`src/rtl/gnr_ctrl_pkg.sv`:
```
// Shared types and default sizing for the GNR attractor sequencer.
// Imported by the controller, its comparator and the job interface.
package gnr_ctrl_pkg;

  localparam int unsigned DefaultN        = 188;
  localparam int unsigned DefaultCntW     = 32;
  localparam int unsigned DefaultMaxSteps = 2 ** 20;

  typedef enum logic [2:0] {
    StIdle,
    StLoad,
    StRun,
    StPeriod,
    StDone
  } gnr_state_e;

endpackage

```
`src/rtl/gnr_attractor_ctrl_if.sv`:
```
// Host-side job interface of the attractor sequencer: request, busy/done handshake and results.
// The host drives through master; the controller implements slave.
interface gnr_attractor_ctrl_if
  import gnr_ctrl_pkg::*;
#(
  parameter int unsigned N     = DefaultN,
  parameter int unsigned CNT_W = DefaultCntW
);

  logic             start;
  logic [N-1:0]     init_in;
  logic             busy;
  logic             done;
  logic             timeout;
  logic [CNT_W-1:0] meet_steps;
  logic [CNT_W-1:0] period;
  logic [N-1:0]     attractor;

  modport master (
    output start,
    output init_in,
    input  busy,
    input  done,
    input  timeout,
    input  meet_steps,
    input  period,
    input  attractor
  );

  modport slave (
    input  start,
    input  init_in,
    output busy,
    output done,
    output timeout,
    output meet_steps,
    output period,
    output attractor
  );

endinterface

```
`src/rtl/gnr_vec_cmp.sv`:
```
// Combinational N-bit equality of two state vectors.
// Per-bit differences are OR-reduced through a binary tree stored heap-style.
module gnr_vec_cmp
  import gnr_ctrl_pkg::*;
#(
  parameter int unsigned N = DefaultN
) (
  input  logic [N-1:0] a,
  input  logic [N-1:0] b,
  output logic         eq
);

  localparam int unsigned Levels = $clog2(N);
  localparam int unsigned Leaves = 1 << Levels;

  logic [N-1:0]          diff;
  // Node i has children 2i+1 and 2i+2; leaves start at Leaves-1.
  logic [2*Leaves-2:0]   tree;

  assign diff = a ^ b;

  for (genvar j = 0; j < Leaves; j++) begin : g_leaf
    if (j < N) begin : g_used
      assign tree[Leaves-1+j] = diff[j];
    end else begin : g_pad
      assign tree[Leaves-1+j] = 1'b0;
    end
  end

  for (genvar i = 0; i < Leaves - 1; i++) begin : g_node
    assign tree[i] = tree[2*i+1] | tree[2*i+2];
  end

  assign eq = ~tree[0];

endmodule

```
`src/rtl/gnr_attractor_ctrl.sv`:
```
// Sequencer for the GNR node array: tortoise/hare meet detection followed by
// attractor period measurement, with a step limit per phase.
module gnr_attractor_ctrl
  import gnr_ctrl_pkg::*;
#(
  parameter int unsigned N         = DefaultN,
  parameter int unsigned CNT_W     = DefaultCntW,
  parameter int unsigned MAX_STEPS = DefaultMaxSteps
) (
  input  logic                 clk,
  input  logic                 rst,
  gnr_attractor_ctrl_if.slave  job,
  input  logic [N-1:0]         s0_vec,
  input  logic [N-1:0]         s1_vec,
  output logic                 reset_nos,
  output logic [N-1:0]         init_state,
  output logic                 start_s0,
  output logic                 start_s1
);

  localparam logic [CNT_W-1:0] MaxCnt = CNT_W'(MAX_STEPS);
  localparam logic [CNT_W-1:0] CntOne = CNT_W'(1);
  localparam logic [CNT_W-1:0] CntTwo = CNT_W'(2);

  gnr_state_e       state_q;
  logic [CNT_W-1:0] steps_q;
  logic [CNT_W-1:0] p_q;
  logic [CNT_W-1:0] meet_q;
  logic [CNT_W-1:0] period_q;
  logic [N-1:0]     attr_q;
  logic [N-1:0]     init_q;
  logic             timeout_q;
  logic             busy_q;
  logic             done_q;
  logic             reset_nos_q;

  logic vec_eq;
  logic run_hit;
  logic per_hit;

  gnr_vec_cmp #(
    .N (N)
  ) u_cmp (
    .a  (s0_vec),
    .b  (s1_vec),
    .eq (vec_eq)
  );

  // steps==1 always compares equal (both copies advanced once), so it is not a meet.
  assign run_hit = (state_q == StRun) && vec_eq && (steps_q >= CntTwo);
  assign per_hit = (state_q == StPeriod) && vec_eq && (p_q != '0);

  always_comb begin
    start_s0 = 1'b0;
    start_s1 = 1'b0;
    unique case (state_q)
      StRun: begin
        start_s0 = ~run_hit;
        start_s1 = ~run_hit;
      end
      StPeriod: start_s1 = ~per_hit;
      default: ;
    endcase
  end

  always_ff @(posedge clk) begin
    if (rst) begin
      state_q     <= StIdle;
      steps_q     <= '0;
      p_q         <= '0;
      meet_q      <= '0;
      period_q    <= '0;
      attr_q      <= '0;
      init_q      <= '0;
      timeout_q   <= 1'b0;
      busy_q      <= 1'b0;
      done_q      <= 1'b0;
      reset_nos_q <= 1'b0;
    end else begin
      reset_nos_q <= 1'b0;
      done_q      <= 1'b0;
      unique case (state_q)
        StIdle: begin
          if (job.start) begin
            init_q      <= job.init_in;
            steps_q     <= '0;
            p_q         <= '0;
            meet_q      <= '0;
            period_q    <= '0;
            attr_q      <= '0;
            timeout_q   <= 1'b0;
            busy_q      <= 1'b1;
            reset_nos_q <= 1'b1;
            state_q     <= StLoad;
          end
        end
        StLoad: begin
          steps_q <= '0;
          state_q <= StRun;
        end
        StRun: begin
          if (run_hit) begin
            meet_q  <= steps_q;
            p_q     <= '0;
            state_q <= StPeriod;
          end else if (steps_q == MaxCnt) begin
            timeout_q <= 1'b1;
            done_q    <= 1'b1;
            state_q   <= StDone;
          end else begin
            steps_q <= steps_q + CntOne;
          end
        end
        StPeriod: begin
          if (per_hit) begin
            period_q <= p_q;
            attr_q   <= s0_vec;
            done_q   <= 1'b1;
            state_q  <= StDone;
          end else if (p_q == MaxCnt) begin
            timeout_q <= 1'b1;
            done_q    <= 1'b1;
            state_q   <= StDone;
          end else begin
            p_q <= p_q + CntOne;
          end
        end
        StDone: begin
          busy_q  <= 1'b0;
          state_q <= StIdle;
        end
        default: state_q <= StIdle;
      endcase
    end
  end

  assign reset_nos      = reset_nos_q;
  assign init_state     = init_q;
  assign job.busy       = busy_q;
  assign job.done       = done_q;
  assign job.timeout    = timeout_q;
  assign job.meet_steps = meet_q;
  assign job.period     = period_q;
  assign job.attractor  = attr_q;

endmodule

```
`src/flat_wrapper.sv`:
```
// flat-port wrapper written by rule: the top's interface ports become plain ports
module gnr_attractor_ctrl_flat import gnr_ctrl_pkg::*;
#(
  parameter int unsigned N         = DefaultN,
  parameter int unsigned CNT_W     = DefaultCntW,
  parameter int unsigned MAX_STEPS = DefaultMaxSteps
)
  (clk, rst, s0_vec, s1_vec, reset_nos, init_state, start_s0, start_s1, job_start, job_init_in, job_busy, job_done, job_timeout, job_meet_steps, job_period, job_attractor);
  gnr_attractor_ctrl_if #(.N(N), .CNT_W(CNT_W)) job_i ();
  input  logic clk;
  input  logic rst;
  input  logic [N-1:0] s0_vec;
  input  logic [N-1:0] s1_vec;
  output logic reset_nos;
  output logic [N-1:0] init_state;
  output logic start_s0;
  output logic start_s1;
  input wire logic [$bits(job_i.start)-1:0] job_start;
  input wire logic [$bits(job_i.init_in)-1:0] job_init_in;
  output wire logic [$bits(job_i.busy)-1:0] job_busy;
  output wire logic [$bits(job_i.done)-1:0] job_done;
  output wire logic [$bits(job_i.timeout)-1:0] job_timeout;
  output wire logic [$bits(job_i.meet_steps)-1:0] job_meet_steps;
  output wire logic [$bits(job_i.period)-1:0] job_period;
  output wire logic [$bits(job_i.attractor)-1:0] job_attractor;
  assign job_i.start = job_start;
  assign job_i.init_in = job_init_in;
  assign job_busy = job_i.busy;
  assign job_done = job_i.done;
  assign job_timeout = job_i.timeout;
  assign job_meet_steps = job_i.meet_steps;
  assign job_period = job_i.period;
  assign job_attractor = job_i.attractor;
  gnr_attractor_ctrl #(.N(N), .CNT_W(CNT_W), .MAX_STEPS(MAX_STEPS)) u_core (.clk(clk), .rst(rst), .job(job_i), .s0_vec(s0_vec), .s1_vec(s1_vec), .reset_nos(reset_nos), .init_state(init_state), .start_s0(start_s0), .start_s1(start_s1));
endmodule
```
`config.mk`:
```
export PLATFORM = sky130hd
export DESIGN_NAME = gnr_attractor_ctrl_flat
export DESIGN_NICKNAME = d
export VERILOG_FILES = /design/src/rtl/gnr_ctrl_pkg.sv /design/src/rtl/gnr_attractor_ctrl_if.sv /design/src/rtl/gnr_vec_cmp.sv /design/src/rtl/gnr_attractor_ctrl.sv /design/src/flat_wrapper.sv
export SDC_FILE = /design/constraint.sdc
export NUM_CORES = 1
export LEC_CHECK = 0
export BUFFER_PORTS_ARGS = -buffer_cell sky130_fd_sc_hd__buf_4
export CAP_MARGIN = 15
export CELL_PAD_IN_SITES_DETAIL_PLACEMENT = 2
export CELL_PAD_IN_SITES_GLOBAL_PLACEMENT = 2
export CORE_AREA = 2 2 396 398
export CTS_BUF_LIST = sky130_fd_sc_hd__clkbuf_8
export DETAILED_ROUTE_END_ITERATION = 10
export DIE_AREA = 0 0 398 400
export PLACE_DENSITY_LB_ADDON = 0.3
export SLEW_MARGIN = 20
export SYNTH_ARGS = -nofsm -noshare
export SYNTH_HDL_FRONTEND = slang
export SYNTH_SLANG_ARGS = --single-unit
```
`constraint.sdc`:
```
create_clock -name clk -period 3.8 [get_ports clk]
set_clock_uncertainty 0.05 [all_clocks]
set_input_delay 0.38 -clock clk [delete_from_list [all_inputs] [get_ports clk]]
set_output_delay 0.38 -clock clk [all_outputs]
set_load 0.02 [all_outputs]
```
==> flow_summary_export.csv, run 1 <==
group,metric,value,unit
outcome,status,"finished clean",
floorplan,initial_core_util,13.7,%
floorplan,core-area,0.155,mm²
sta,max_freq,267,MHz
yosys,synthXorXnorAreaFrac,7.07,%
min_path,hp-start,"rst",
place,place.gp.congestion,0.840,
drt,vias,26000,
drt,drt.antenna.violating_nets,0,
floorplan,die_w,398,µm
power_and_ir_drop,p_leak,16.0,nW
sta,relSlewSlack,39.7,%
sta,tns,0,ps
clock_tree,cts_tree,"done",
drt,routedWlPerCell,23.8,µm
drt,drtIter0Drc,1084,
min_path,hold_path.class,"input port to flop",
drt,viasPerCell,4.14,
yosys,synth-adder-area-share,0.294,%
yosys,synth_top_family_by_area,"simple AND/OR/NAND/NOR gates",
critical_path,worst_ep_required_time,3370,ps
yosys,ys_ff_latch,511,
drt,drcViolationCount,0,
job,max_cap_viol_count,0,
grt,overflow,0,
sta,hold_viol_final,0,
power_and_ir_drop,power.density,403,mW/mm²
yosys,synth_cell_type_count,59,
layout,final_nets,4704,
grt,grt_pass1_wl,206000,µm
critical_path,r2r_slack,350,ps
critical_path,r2r-start,"u_core.p_q[3]",
critical_path,worst-setup-path-type,"input port to output pin",
clock_tree,insertion_delay,810,ps
min_path,holdPathEnd,"u_core.job.period[0]",
floorplan,pin_count,1013,
yosys,synthArstFlopShare,0,%
sta,fin_crit,3750,ps
critical_path,ff2ff_path_depth,10,
critical_path,arrival,3320,ps
yosys,ys.flop_type,"dfxtp_1",
clock_tree,cts.sinks,511,
sta,worstMarginPinSlew,882,ps
critical_path,start_kind,"input port",
critical_path,crit_fanout,7,
sta,min_period_over_period,98.7,%
yosys,netlist_area,0.0213,mm²
layout,drive_gt1_share,31.7,%
sta,slew_viol_final,0,
yosys,yosysSeqAreaShare,48.0,%
clock_tree,clockBufferDepth,3,
drt,routed_wl,150000,µm
grt,antenna_found_initial,31,
drt,drt_pass1_iterations,5,
yosys,synth-compound-area-share,15.8,%
place,dpl.hpwl,115000,µm
sta,hold_slack,302,ps
yosys,syn-num-nets,3214,
yosys,ys_warn_count,0,
power_and_ir_drop,ir_worst_vdd,0.000257,V
critical_path,cp-end-kind,"output pin",
grt,grt_pass1_vias,28000,
place,port_buffers,1012,
clock_tree,clkTransAtPathRegs,60,ps
clock_tree,cts-root-buf,"clkbuf_8",
yosys,synth_mux_area_share,0,%
yosys,syn_area_per_cell,8.06,µm²
yosys,synthSimpleGateAreaFrac,24.3,%
grt,grt_max_degree,123,
layout,area_growth,82.4,%
yosys,syn_inst,2642,
sta,rsz0062_at_grt,"no",
critical_path,rr_endpoint,"u_core.job.attractor[8]",
floorplan,row_count,145,
grt,track_usage,17.9,%
clock_tree,cts-htree-levels,3,
clock_tree,cts_buffers,107,
min_path,worst_hold_path.num_cells,3,
floorplan,fp.dieH,400,µm
floorplan,die_area,0.159,mm²
yosys,synth_edf_count,0,
sta,report.final.setup_viol,0,
cell usage in the layout (no fill, tap or decap), types with 39 or more instances in the layout:
cell type,synthesis,final
a21oi_1,437,436
buf_4,0,1116
clkbuf_8,0,136
dfxtp_1,511,511
dlygate4sd3_1,0,438
inv_1,36,71
nand2_1,644,643
nand3_1,243,242
nand4_1,39,39
xnor2_1,47,46
xor2_1,125,125
layout make-up:
class,count,area (µm²)
Multi-Input combinational cell,1894,10300
Sequential cell,511,10200
Timing Repair Buffer,1581,13300
Clock buffer,136,1870
Clock inverter,56,458
Inverter,37,139
Antenna cell,16,40.0
Tap cell,2058,2570
Fill cell,17900,116000
per-stage QoR:
step / worst slack [ps] / util (%) / std cells / power [mW] / cell area, µm²
floorplan: 949 / - / 2642 / 7.06 / 21300
finish: 50.2 / 25.1 / 6289 / 15.7 / 38900
global placement: -388 / 20.6 / 5641 / 8.87 / 32000
CTS: 7.44 / 25.0 / 6271 / 16.0 / 38700
global route: 0.0964 / 25.0 / 6285 / 16.5 / 38900
detailed placement: -200 / 20.6 / 5641 / 8.89 / 32000
critical path, stage by stage:
cell and delay [ps]:
dlygate4sd3_1 540, buf_4 150, xor2_1 140, nor4_2 350
buf_4 250, nand4_1 220, nor4_4 260, buf_4 170
and4_4 260, a21oi_4 110, o21bai_1 250, buf_4 220
power breakdown:
part	switching, mW	internal (mW)
Clock	2.89	3.69
Sequential	0.152	5.59
Combinational	1.95	1.38
sequential cells by signal (all words and copies together), names as in the netlist:
signal,cells
u_core.job.done,1
u_core.p_q,32
u_core.job.meet_steps,32
u_core.job.busy,1
u_core.init_state,188
u_core.reset_nos,1
u_core.steps_q,32
u_core.state_q,3
u_core.job.timeout,1
u_core.job.attractor,188
u_core.job.period,32
synthesized netlist by cell type (all sizes together) (2+ instances only):
cell type	instances	area [µm²]
clkbuf	127	477
inv	37	139
nor3	10	50.1
and2	9	56.3
dfxtp	511	10200
nand3	243	1220
nor2	24	90.1
o21ai	28	140
a2111oi	3	32.5
nor2b	10	62.6
o31ai	5	42.5
a21o	2	15.0
nor4b	2	17.5
ha	5	62.6
o2111ai	3	26.3
or2	3	18.8
o211ai	13	103
nor4	51	362
and3	19	119
nand4	39	244
xnor2	47	412
o21a	2	15.0
nand2	645	2420
a41oi	23	201
xor2	125	1090
a21oi	437	2190
or3	29	181
or4	14	109
o22ai	5	31.3
a32o	32	320
a211oi	2	15.0
a31oi	23	144
nand2b	21	131
and4	8	72.6
buf	73	355
cell families after synthesis:
logic type      Yosys count
compound gates          588
xor+xnor                172
fa+ha+maj                 5
buf+inv                 237
flops                   511
simple gates           1129
routing by layer:
layer / part of all wire, % / global-route usage, % / up-vias
met3: 7.9 / 5.94 / 197
met5: 0.0087 / 0 / -
li1: - / - / 12100
met4: 3.3 / 6.68 / 2
met2: 49 / 30.6 / 865
met1: 40 / 20.5 / 12800
timing repair:
| action | in CTS | in global routing |
|---|---|---|
| hold endpoints to repair | 377 | 0 |
| gates cloned | 0 | 0 |
| endpoints found under the setup margin | 2 | 38 |
| resized for setup | 3 | 14 |
| buffers inserted | 0 | 2 |
| hold buffers | 438 | 0 |
| pin swaps | 0 | 2 |
worst max-delay path by stage:
stage | cells after the start | slack [ps] | start | end
global placement | 12 | -390 | s0_vec[137] | start_s1
detailed placement | 12 | -200 | s1_vec[62] | u_core.p_q[2]
floorplan | 9 | 950 | s1_vec[150] | u_core.job.meet_steps[2]
global route | 12 | 0.1 | u_core.p_q[0] | u_core.job.attractor[109]
CTS | 12 | 7 | s0_vec[181] | start_s1
finish | 12 | 50 | s0_vec[181] | start_s1
No activity file was read; power rests on OpenSTA's default activity.
==> inputs of run 2 (changes only) <==
--- a/config.mk
+++ b/config.mk
@@ -5,8 +5,8 @@
 export SDC_FILE = /design/constraint.sdc
 export NUM_CORES = 1
 export LEC_CHECK = 0
-export BUFFER_PORTS_ARGS = -buffer_cell sky130_fd_sc_hd__buf_4
-export CAP_MARGIN = 15
+export BUFFER_PORTS_ARGS = -buffer_cell sky130_fd_sc_hd__buf_2
+export CAP_MARGIN = 10
 export CELL_PAD_IN_SITES_DETAIL_PLACEMENT = 2
 export CELL_PAD_IN_SITES_GLOBAL_PLACEMENT = 2
 export CORE_AREA = 2 2 396 398
==> run 2 against run 1 <==
Net effect: total power is 5.0% lower; die area stayed put; routed wire length is 1.9% lower; fmax is 0.87% lower.
==> flow_summary_export.csv, run 2 (synthesis gave the netlist of run 1 again) <==
group,metric,value,unit
floorplan,die_w,398,µm
sta,timing.final.ws_setup,17.3,ps
layout,final_cell_area,0.0361,mm²
sta,slew_viol_final,0,
place,port_buffers,1012,
drt,drt.antenna.violating_nets,0,
drt,vias,25900,
power_and_ir_drop,ir_worst_vdd,0.000218,V
clock_tree,cts-root-buf,"clkbuf_8",
critical_path,arrival,3350,ps
floorplan,row_count,145,
power_and_ir_drop,p_clk_share,41.1,%
layout,postLayoutCoreUtil,23.2,%
grt,grt_pass1_vias,27800,
grt,overflow,0,
drt,viasPerCell,4.13,
clock_tree,cts_buffers,104,
layout,seq_area,0.0102,mm²
power_and_ir_drop,p_int,9.95,mW
grt,antenna_found_initial,27,
grt,grt_pass1_wl,202000,µm
power_and_ir_drop,power.density,412,mW/mm²
place,place.gp.congestion,0.831,
grt,track_usage,17.5,%
sta,fin_crit,3780,ps
floorplan,pin_count,1013,
critical_path,cp-end-kind,"output pin",
grt,grt_max_degree,148,
critical_path,slowest_stage,"nor4_1",
critical_path,start_kind,"input port",
sta,report.final.setup_viol,0,
min_path,hp-start,"job_init_in[182]",
sta,max_freq,264,MHz
place,dpl_cell_area,0.0294,mm²
clock_tree,cts.sinks,511,
critical_path,critical_path.cell_chain,"buf_2 -> xor2_1 -> buf_4 -> nor4_1 -> buf_4 -> nand4_1 -> nor4_4 -> buf_4 -> and4_4 -> a21oi_4 -> o21bai_1 -> buf_4",
job,max_cap_viol_count,0,
place,place_ws,-418,ps
floorplan,die_area,0.159,mm²
drt,drt_pass1_iterations,5,
layout,layout_common_cells,"buf_2 (1009), nand2_1 (644), dfxtp_1 (511), a21oi_1 (436), dlygate4sd3_1 (434)",
drt,drcViolationCount,0,
floorplan,fp.dieH,400,µm
layout,final_cell_count_no_fill,6269,
layout,fill_cells,18200,
layout,multi_input_area,0.0103,mm²
layout,area_growth,69.3,%
floorplan,initial_core_util,13.7,%
critical_path,r2r-start,"u_core.p_q[4]",
critical_path,crit_fanout,7,
critical_path,crit_family,"simple AND/OR/NAND/NOR gates",
clock_tree,clockBufferDepth,3,
floorplan,core-area,0.155,mm²
power_and_ir_drop,swShare,33.1,%
power_and_ir_drop,p_comb_share,20.4,%
min_path,hold_path.class,"input port to flop",
place,dpl.hpwl,112000,µm
power_and_ir_drop,p_leak,15.4,nW
power_and_ir_drop,seqPwrFrac,38.5,%
sta,relSlewSlack,28.8,%
layout,layout_commonest_cell,"buf_2",
clock_tree,clkTransAtPathRegs,60,ps
layout,final_nets,4693,
critical_path,slowest_delay,820,ps
place,placedCellCount,5636,
drt,drtIter0Drc,1129,
clock_tree,cts_tree,"done",
sta,hold_viol_final,0,
drt,routedWlPerCell,23.5,µm
sta,worstMarginPinSlew,1070,ps
clock_tree,insertion_delay,800,ps
sta,min_period_over_period,99.5,%
critical_path,worst_ep_required_time,3370,ps
critical_path,crit_path_start,"s1_vec[110]",
sta,rsz0062_at_grt,"no",
critical_path,path_buf_inv,5,
outcome,status,"finished clean",
clock_tree,cts-htree-levels,3,
power_and_ir_drop,power.net_switching,4.92,mW
critical_path,crit_top_cell,"buf_4",
critical_path,worst-setup-path-type,"input port to output pin",
drt,routed_wl,147000,µm
layout,drive_gt1_share,31.5,%
run 2: worst paths after layout:
| path | end | slack (ps) | cells past startpoint |
|---|---|---|---|
| min | u_core.init_state[182] | 300 | 4 |
| max reg2reg | u_core.job.attractor[17] | 290 | 10 |
| min reg2reg | u_core.init_state[89] | 400 | 2 |
| max | start_s1 | 20 | 12 |
run 2: power groups by stage:
stage               combinational, mW  clock (mW)  sequential [mW]
floorplan                       0.977           0             6.09
global placement                 2.72           0             5.83
detailed placement               2.73           0             5.84
CTS                              3.07        6.40             5.73
global route                     3.28        6.64             5.76
finish                           3.03        6.11             5.73
run 2: cell type report:
type                            instances  area share (%)
Sequential cell                       511            28.4
Multi-Input combinational cell       1894            28.5
Timing Repair Buffer                 1573            29.5
Antenna cell                           11          0.0763
Clock buffer                          136            5.19
Clock inverter                         49           0.798
Tap cell                             2058            7.14
Inverter                               37           0.385
run 2: metrics by stage:
stage / hold slack (ps) / setup TNS, ps / power, mW
6_report: 305 / 0 / 14.9
5_1_grt: 222 / 0 / 15.7
4_1_cts: 151 / 0 / 15.2
3_5_place_dp: 397 / -82570 / 8.57
3_3_place_gp: 389 / -170750 / 8.55
2_1_floorplan: 402 / 0 / 7.06
run 2: routing by layer:
metal / vias up / share of wire (%) / GRT usage, % / wire length [µm]
li1: 12100 / - / - / -
met1: 12700 / 40 / 20.1 / 58300
met2: 887 / 48 / 29.7 / 71100
met3: 185 / 8.4 / 5.98 / 12300
met4: 10 / 3.6 / 7.18 / 5270
met5: - / 0.043 / 0 / 63
run 2: timing repair:
action / in CTS / in global routing
hold buffers: 434 / 1
hold endpoints to repair: 378 / 1
pin swaps: 1 / 3
gates resized for setup: 4 / 13
setup endpoints to repair: 2 / 57
setup buffers: 2 / 1
run 2: worst min-delay path, cell delays in order:
cell and delay, ps:
dlygate4sd3_1 520, buf_2 120, nand2_1 40, a21oi_1 50
